[src/rtl/fibo_request_sequencer.sv]
// Fibonacci request sequencer: FIFO-buffered START/DONE initiator.
// Optional watchdog enabled by defining FIBO_TIMEOUT_EN.
module fibo_request_sequencer #(
  parameter int SIZE     = 4,
  parameter int DEPTH    = 4,
  parameter int MAX_WAIT = 255
) (
  input  logic            CLK,
  input  logic            RST,
  input  logic            req_valid,
  output logic            req_ready,
  input  logic [SIZE-1:0] req_count,
  output logic            START,
  output logic [SIZE-1:0] count,
  input  logic            DONE,
  input  logic [SIZE-1:0] data_out,
  output logic            rsp_valid,
  input  logic            rsp_ready,
  output logic [SIZE-1:0] rsp_count,
  output logic [SIZE-1:0] rsp_data,
  output logic            rsp_err,
  output logic            busy
);

  localparam int AW = $clog2(DEPTH);

  typedef enum logic [2:0] {
    S_IDLE,
    S_ISSUE,
    S_ARM,
    S_WAIT,
    S_RESP
  } state_t;

  state_t state;
  state_t state_nx;

  logic [SIZE-1:0] mem [DEPTH];
  logic [AW:0]     wr_ptr;
  logic [AW:0]     rd_ptr;
  logic            empty;
  logic            full;
  logic            push;
  logic            pop;
  logic            timeout;
  logic            finish;

  assign empty = (wr_ptr == rd_ptr);
  assign full  = (wr_ptr[AW] != rd_ptr[AW]) &&
                 (wr_ptr[AW-1:0] == rd_ptr[AW-1:0]);

  assign req_ready = !full;
  assign push      = req_valid && req_ready;
  assign pop       = (state == S_IDLE) && !empty;
  assign finish    = (state == S_WAIT) && (DONE || timeout);

  always_ff @(posedge CLK) begin
    if (push) begin
      mem[wr_ptr[AW-1:0]] <= req_count;
    end
  end

  always_ff @(posedge CLK) begin
    if (!RST) begin
      wr_ptr <= '0;
      rd_ptr <= '0;
    end else begin
      if (push) wr_ptr <= wr_ptr + 1'b1;
      if (pop)  rd_ptr <= rd_ptr + 1'b1;
    end
  end

`ifdef FIBO_TIMEOUT_EN
  localparam int CW = $clog2(MAX_WAIT + 1);

  logic [CW-1:0] wait_cnt;

  always_ff @(posedge CLK) begin
    if (!RST) begin
      wait_cnt <= '0;
    end else if (state == S_ARM) begin
      wait_cnt <= '0;
    end else if (state == S_WAIT) begin
      wait_cnt <= wait_cnt + CW'(1);
    end
  end

  // Fires on the WAIT cycle whose increment would reach the limit
  assign timeout = (state == S_WAIT) && !DONE &&
                   (wait_cnt == CW'(MAX_WAIT - 1));
`else
  assign timeout = 1'b0;
`endif

  always_ff @(posedge CLK) begin
    if (!RST) begin
      state <= S_IDLE;
    end else begin
      state <= state_nx;
    end
  end

  always_comb begin
    state_nx = state;
    unique case (state)
      S_IDLE:  if (!empty) state_nx = S_ISSUE;
      S_ISSUE: state_nx = S_ARM;
      S_ARM:   state_nx = S_WAIT;
      S_WAIT:  if (DONE || timeout) state_nx = S_RESP;
      S_RESP:  if (rsp_ready) state_nx = S_IDLE;
      default: state_nx = S_IDLE;
    endcase
  end

  always_comb begin
    START = (state == S_ISSUE);
    busy  = (state != S_IDLE);
  end

  always_ff @(posedge CLK) begin
    if (!RST) begin
      count     <= '0;
      rsp_valid <= 1'b0;
      rsp_count <= '0;
      rsp_data  <= '0;
      rsp_err   <= 1'b0;
    end else begin
      if (pop) begin
        count <= mem[rd_ptr[AW-1:0]];
      end
      if (finish) begin
        rsp_valid <= 1'b1;
        rsp_count <= count;
        rsp_data  <= DONE ? data_out : '0;
        rsp_err   <= timeout;
      end else if (state == S_RESP && rsp_ready) begin
        rsp_valid <= 1'b0;
      end
    end
  end

endmodule
[config.mk]
export PLATFORM = sky130hd
export DESIGN_NAME = fibo_request_sequencer
export DESIGN_NICKNAME = d
export VERILOG_FILES = /design/src/rtl/fibo_request_sequencer.sv
export SDC_FILE = /design/constraint.sdc
export NUM_CORES = 1
export LEC_CHECK = 0
export CAP_MARGIN = 20
export CELL_PAD_IN_SITES_DETAIL_PLACEMENT = 1
export CELL_PAD_IN_SITES_GLOBAL_PLACEMENT = 1
export CORE_MARGIN = 8
export CORE_UTILIZATION = 40
export DETAILED_ROUTE_END_ITERATION = 7
export MAX_ROUTING_LAYER = met4
export PLACE_DENSITY = 0.79
export SETUP_SLACK_MARGIN = 0.5
export SYNTH_ARGS = -nofsm -noshare
export SYNTH_HDL_FRONTEND = slang
export SYNTH_SLANG_ARGS = --single-unit
[constraint.sdc]
create_clock -name CLK -period 2.3 [get_ports CLK]
set_input_delay 0.23 -clock CLK [delete_from_list [all_inputs] [get_ports CLK]]
set_output_delay 0.23 -clock CLK [all_outputs]
set_load 0.05 [all_outputs]
-- Word-level counts from Yosys, hierarchy flattened
Memory sizes are Yosys's and may differ from the RTL's. A register that Yosys moved wholly into a read port is not among the register bits.
Cells that the tools add are included.
- bits of input ports: 13
- flip-flop bits (word level): 18
- word-level logic and storage cells: 40
- bits in writable memories: 16
- memories kept: 1
- reductions and logical operators: 12
- add/sub/neg operators: 2
- muxes and demuxes: 9
- eq/ne operators: 10
- memories (name ; depth ; bits a word ; rd ports ; clocked after memory_dff ; write ports ; RTL line ; RTL):
    mem ; 4 ; 4 ; 1 ; 1 ; 1 ; 38 ; logic [SIZE-1:0] mem [DEPTH];
- operator list (cell ; number):
    3-bit one-hot mux with 5 select lines ; 1
    3-bit two-way mux ; 3
    3-bit by 1-bit adder with 3-bit output, second input constant ; 2
    3-bit by 2-bit == test with 1-bit output, second input constant ; 2
    2-bit != test, second input constant ; 3
    1-bit logical AND ; 5
    1-bit two-way mux ; 4
    4-bit two-way mux ; 1
    3-bit by 1-bit == test with 1-bit output, second input constant ; 1
    3-bit == test ; 1
    3-bit == test, second input constant ; 1
    1-bit zero test ; 3
    3-bit zero test ; 1
    3-bit AND reduction ; 1
    3-bit nonzero test ; 1
    2-bit == test ; 1
    2-bit nonzero test ; 1
    1-bit != test ; 1

-- Longest topological paths before layout
Gate-level depths: netlist of run 1.
- depth after elaboration: 6
- mapped depth: 5

-- Worst setup path after synthesis of run 1
OpenSTA, ideal clock, no wires.
- path type: reg2out
- start point: register state[0]
- end point: output port START
- data arrival time: 1.608 ns
- required time: 2.070 ns
- path buffers: 0
- slack: 0.462 ns
- stages on the path, launching flop included: 3
- cells stage by stage: dfxtp_1 -> inv_1 -> nor3_1
- cells in the longest elaborated chain, start to end: 1
- ends and longest elaborated chain (item ; RTL line ; RTL):
    start: declaration ; 35 ; state_t state;
    start signal: assignment ; 99 ; state <= state_nx;
    3-bit by 1-bit == test with 1-bit output ; 116 ; START = (state == S_ISSUE);
    end: declaration ; 13 ; output logic START,
Every way passes these cells.

-- Final worst setup path of run 1
- start point: register count[1] (read register of mem)
- end point: output port count[1]
- RTL lines (item ; RTL line ; RTL):
    start: declaration ; 14 ; output logic [SIZE-1:0] count,
No word-level cell between the ends.

==> impl_metrics.py, run 1 <==
metrics = {
    "status": {
        "status": "finished clean",
    },
    "cts": {
        "cts_setup_buffers": 0,
        "tritoncts": "yes",
        "cts_buffers": 5,
        "hold_buffers": 0,
        "clkTransAtPathRegs_ps": 80,
        "clkLatencyLatePin_ps": 290,
        "cts_max_path_buffers": 2,
        "root_buffer": "clkbuf_8",
        "htreeDepth": 2,
        "cts_sinks": 38,
    },
    "detailed_routing": {
        "first_pass_iters": 4,
        "routed_wl_um": 3690,
        "wire_per_inst_um": 15.7,
        "antenna_left": 0,
        "vias": 1221,
        "via_per_inst": 5.20,
        "post-route-drc-count": 0,
        "drt_iter0_drc": 29,
    },
    "timing": {
        "finalCritPeriodShare_pct": 74.4,
        "setup_viol": 0,
        "fmax_mhz": 585,
        "hold_ws_ps": 468,
        "setup-tns-final_ps": 0,
        "min_period_ps": 1710,
        "relSlewSlack_pct": 66.2,
        "worstMarginPinSlew_ps": 505,
        "skew_ps": 4.96,
        "final_hold_viol_count": 0,
        "grt_setup_unrepaired": "false",
        "slew_viol_final": 0,
    },
    "worst_setup_path": {
        "setup.worst_path.class": "reg2out",
        "cpPeakStageDelay_ps": 820,
        "worst_ep_arrival_time_ps": 1480,
        "crit_family": "buffers and inverters",
        "start_kind": "register",
        "worstSetupEndpointType": "output pin",
        "worstPathRequired_ps": 2070,
        "worst-path-buf-inv": 1,
        "worstPathCellList": "clkdlybuf4s50_1",
        "crit_slowest_cell": "clkdlybuf4s50_1",
        "cp_max_fo": 3,
    },
    "global_routing": {
        "grt_pass1_vias": 1369,
        "grt_start_max_net_pins": 25,
        "antenna_found_initial": 0,
        "grt_usage_pct": 12.6,
        "grt_pass1_wl_um": 6310,
        "grt_overflow_total": 0,
    },
    "place": {
        "port_buffers": 28,
        "globalplace.congestion": 0.766,
        "detailedPlacementHpwl_um": 2890,
    },
    "power_and_ir_drop": {
        "power_switching_uw": 874,
        "p_int_uw": 1590,
        "p_leak_uw": 0.000788,
        "power.density_nw_per_um2": 1110,
        "clkPwrFrac_pct": 27.8,
        "switching_share_pct": 35.5,
        "seqPwrFrac_pct": 37.4,
        "combPwrFrac_pct": 34.8,
        "ir_worst_vdd_mv": 0.532,
    },
    "flow_run": {
        "drv_cap": 0,
    },
    "die": {
        "die_area_um2": 6640,
        "fp.dieH_um": 81.5,
        "rows": 24,
        "io_pins": 30,
        "coreArea_um2": 4230,
        "die_width_um": 81.5,
        "initial_core_util_pct": 40.5,
    },
    "logic_synthesis": {
        "synthesis.nets": 170,
        "ys_seq_area_share_pct": 53.6,
        "muxShareOfSynthArea_pct": 9.91,
        "synth_compound_area_share_pct": 10.4,
        "synth_xor_area_share_pct": 2.92,
        "yosysWarnings": 0,
        "ys_ff_latch": 38,
        "netlist_area_um2": 1720,
        "yosys.area_share.simple_pct": 15.0,
        "synth_top_family_by_area": "simple AND/OR/NAND/NOR gates",
        "synthAdderAreaFrac_pct": 3.64,
        "syn_inst": 152,
        "synth.distinct_cells": 34,
        "syn_avg_cell_area_um2": 11.3,
    },
    "final_layout": {
        "multi_input_area_um2": 761,
        "syn_to_final_growth_pct": 29.0,
        "diodes": 0,
        "nNetsFinal": 200,
        "fill_cells": 450,
        "layout-drive-gt1-share_pct": 16.4,
        "regArea_um2": 925,
    },
    "worst_hold_path": {
        "hp-class": "reg2reg",
    },
}
## cell usage after synthesis (all sizes together)
library cell | instances | area (µm²)
nand2 | 34 | 128
dfxtp | 22 | 440
edfxtp | 16 | 480
inv | 10 | 37.5
mux2i | 8 | 80.1
a21boi | 6 | 45.0
buf | 5 | 27.5
ha | 5 | 62.6
nor3 | 5 | 36.3
or4 | 5 | 37.5
a21oi | 4 | 20.0
mux4 | 4 | 90.1
o211ai | 4 | 35.0
and2 | 3 | 18.8
xor2 | 3 | 41.3
a31oi | 2 | 12.5
clkbuf | 2 | 7.51
nand2b | 2 | 12.5
o21ai | 2 | 10.0
o31a | 2 | 18.8
a211oi | 1 | 7.51
and4b | 1 | 10.0
conb | 1 | 3.75
nand4b | 1 | 8.76
nor2b | 1 | 6.26
o31ai | 1 | 21.3
o41ai | 1 | 8.76
xnor2 | 1 | 8.76
## flip-flops by register name, summed over array words and instances (netlist names)
name	flops
state	3
rsp_count	4
mem	16
wr_ptr	3
count	4
rd_ptr	3
rsp_valid	1
rsp_data	4
## kinds of logic (layout without fill, tap and decap cells)
logic type | count (synthesis) | in the layout
other cells | 1 | 1
simple gates | 52 | 52
buf+inv | 17 | 48
fa+ha+maj | 5 | 5
compound gates | 23 | 23
xor+xnor | 4 | 4
flops | 38 | 38
mux | 12 | 12
## final timing paths
kind | cells past startpoint | from | to | slack [ps]
max | 1 | count[1]$_SDFFE_PN0P_ | count[1] | 590
min | 2 | rsp_count[0]$_SDFFE_PN0P_ | rsp_count[0]$_SDFFE_PN0P_ | 470
max reg2reg | 5 | rd_ptr[0]$_SDFFE_PN0P_ | rd_ptr[2]$_SDFFE_PN0P_ | 710
min reg2reg | 2 | rsp_count[0]$_SDFFE_PN0P_ | rsp_count[0]$_SDFFE_PN0P_ | 470
## metrics by stage
step	util, %	instance area, µm²	total power (µW)	std cells	setup WS [ps]
floorplan	-	1720	1540	152	643
detailed placement	48.3	2040	1790	227	329
global placement	48.3	2040	1750	227	502
global route	52.3	2210	2590	235	518
finish	52.3	2210	2460	235	590
CTS	52.2	2210	2490	235	416
## routing by layer
layer	up-vias	track usage, %	wire length, µm
met5	-	-	0
met4	0	3.21	40
met3	6	4.92	253
met2	25	22.4	1880
met1	594	12.7	1510
li1	596	-	-
## power groups by stage
stage	clock network [µW]	logic, µW	registers (µW)
after floorplan	0	531	1010
after global placement	0	836	913
after detailed placement	0	867	925
after CTS	700	875	918
after global routing	721	925	940
final	683	857	920
## layout make-up
cell class	count	area share, %
Tap cell	52	2.94
Sequential cell	38	41.8
Clock buffer	5	3.11
Clock inverter	3	3.11
Multi-Input combinational cell	97	34.4
Inverter	10	1.69
Timing Repair Buffer	30	13.1
## repair_timing
action | in CTS | in global routing
resized for setup | 8 | 5
hold endpoints to repair | 0 | 0
endpoints found under the setup margin | 7 | 6
pin swaps | 0 | 0
## layout by cell type, fill, tap and decap left out, drive strengths merged
cell and count:
bufinv 2, nand2 34, nor3 5, clkdlybuf4s15 1, o211ai 4, o31a 2
a21boi 6, a31oi 2, clkbuf 6, o21ai 2, xnor2 1, a211oi 1
xor2 3, o31ai 1, buf 3, nand2b 2, inv 10, o41ai 1
conb 1, dfxtp 22, nor2b 1, and2 3, a21oi 4, ha 5
clkdlybuf4s50 25, mux4 4, nand4b 1, edfxtp 16, or4 5, and4b 1
clkinv 1, mux2i 8
Power figures use the tool's default switching activity.
==> inputs of run 2 (changes only) <==
- clock period: 2.3 -> 1.8 ns (I/O delays scaled with it)
==> run 2 against run 1 <==
- sequential cell count unchanged
- clock skew down 2.5 ps
- die area unchanged
- clock power increased by 3.8%
- core utilization rose by 6.2 points
- first-iteration DRC count is 6.9% lower
- routed wire length grew 10%
- final cell count grew 7.2%
- combinational power is 72% higher
- global-route usage rose by 0.089 points
- design area increased by 12%
- via count grew 7.2%
==> impl_metrics.py, run 2 (same netlist as run 1, synthesis figures left out) <==
metrics = {
    "final_layout": {
        "stdcell_count": 252,
        "diodes": 0,
        "layout_commonest_cell": "nand2_1",
        "layout_common_cells": "nand2_1 (34), edfxtp_1 (16), buf_4 (15)",
        "fill_cells": 434,
        "layout-drive-gt1-share_pct": 39.0,
        "largest_reg_flops": 16,
        "syn_to_final_growth_pct": 44.2,
        "nNetsFinal": 217,
    },
    "worst_setup_path": {
        "worstPathCellList": "xnor2_4, nor3_4, inv_2, buf_6",
        "crit_slowest_cell": "dfxtp_4",
        "worstPathRequired_ps": 1620,
        "setup.worst_path.class": "reg2out",
        "cpPeakStageDelay_ps": 390,
        "worstSetupEndpointType": "output pin",
        "start_kind": "register",
        "worst_ep_arrival_time_ps": 1270,
        "cp_max_fo": 5,
    },
    "cts": {
        "clkTransAtPathRegs_ps": 70,
        "tritoncts": "yes",
        "cts_max_path_buffers": 2,
        "clkLatencyLatePin_ps": 280,
        "cts_buffers": 5,
        "root_buffer": "clkbuf_8",
        "cts_sinks": 38,
        "hold_buffers": 0,
        "htreeDepth": 2,
    },
    "detailed_routing": {
        "antenna_left": 0,
        "post-route-drc-count": 0,
        "drt_iter0_drc": 27,
        "wire_per_inst_um": 16.1,
        "first_pass_iters": 4,
        "via_per_inst": 5.19,
        "routed_wl_um": 4050,
        "vias": 1309,
    },
    "worst_hold_path": {
        "hp-class": "in2reg",
    },
    "timing": {
        "fmax_mhz": 690,
        "hold_ws_ps": 457,
        "grt_setup_unrepaired": "true",
        "final_hold_viol_count": 0,
        "skew_ps": 2.46,
        "setup-tns-final_ps": 0,
        "min_period_ps": 1450,
        "setup_viol": 0,
        "slew_viol_final": 0,
        "finalCritPeriodShare_pct": 80.6,
    },
    "die": {
        "initial_core_util_pct": 40.5,
        "fp.dieH_um": 81.5,
        "io_pins": 30,
        "rows": 24,
        "die_width_um": 81.5,
        "coreArea_um2": 4230,
        "die_area_um2": 6640,
    },
    "power_and_ir_drop": {
        "finalPower_uw": 3360,
        "p_leak_uw": 0.000899,
        "power.density_nw_per_um2": 1360,
        "ir_worst_vdd_mv": 0.492,
    },
    "global_routing": {
        "grt_overflow_total": 0,
        "antenna_found_initial": 0,
        "grt_pass1_vias": 1384,
        "grt_pass1_wl_um": 6360,
        "grt_usage_pct": 12.7,
        "grt_start_max_net_pins": 19,
    },
    "flow_run": {
        "drv_cap": 0,
    },
    "place": {
        "detailedPlacementHpwl_um": 2910,
        "globalplace.congestion": 0.744,
        "port_buffers": 28,
        "place_inst": 229,
    },
    "status": {
        "status": "finished clean",
    },
}
## run 2: cell count changes in the layout (fill, tap and decap cells not counted), sizes merged
| cell | change |
|---|---|
| clkdlybuf4s50 | -13 |
| bufinv | -1 |
| buf | +19 |
| clkdlybuf4s15 | +12 |
| inv | -1 |
| clkinvlp | +3 |
| clkbuf | -1 |
| clkinv | -1 |
## run 2: through the flow
stage | utilization [%] | worst slack, ps | instance area [µm²]
final | 58.5 | 350 | 2480
after global routing | 58.5 | 284 | 2480
after CTS | 56.3 | 358 | 2380
after global placement | 50.1 | 286 | 2120
after detailed placement | 50.1 | 271 | 2120
after floorplan | - | 407 | 1780
## run 2: timing repair
item / in CTS / in global routing
resized for setup: 55 / 14
pin swaps: 6 / 4
setup endpoints to repair: 49 / 37
setup buffers: 10 / 5
## run 2: final timing paths
| kind | slack [ps] | to | start | cells past startpoint |
|---|---|---|---|---|
| min reg2reg | 470 | rsp_count[2]$_SDFFE_PN0P_ | rsp_count[2]$_SDFFE_PN0P_ | 2 |
| max reg2reg | 390 | rd_ptr[2]$_SDFFE_PN0P_ | state[2]$_SDFFE_PN0P_ | 4 |
| min | 460 | rsp_data[1]$_SDFFE_PN0P_ | data_out[1] | 3 |
| max | 350 | req_ready | rd_ptr[2]$_SDFFE_PN0P_ | 4 |
## run 2: critical path: cells and delay by family (launching register included)
kind                      cells  cell delay [ps]
buffers and inverters         2              200
xor gates and xnor gates      1              170
and+or+nand+nor               1              220
DFF                           1              390
## run 2: area by class of cell
cell class | instances | area, µm² | area share [%]
Clock buffer | 5 | 68.8 | 2.78
Clock inverter | 3 | 45.0 | 1.82
Inverter | 10 | 43.8 | 1.77
Multi-Input combinational cell | 97 | 835 | 33.7
Sequential cell | 38 | 952 | 38.5
Tap cell | 52 | 65.1 | 2.63
Timing Repair Buffer | 47 | 467 | 18.8
## run 2: routing by layer
metal | vias to the layer above | track usage, % | wire (µm)
met1 | 636 | 12.5 | 1580
met5 | - | - | 0
met2 | 35 | 22.2 | 2080
li1 | 626 | - | -
met3 | 12 | 5.03 | 263
met4 | 0 | 4.46 | 129
## run 2: where the power goes
group	total [µW]	switching, µW	internal, µW
combinational	1470	793	681
clock	709	297	412
sequential	1170	135	1040
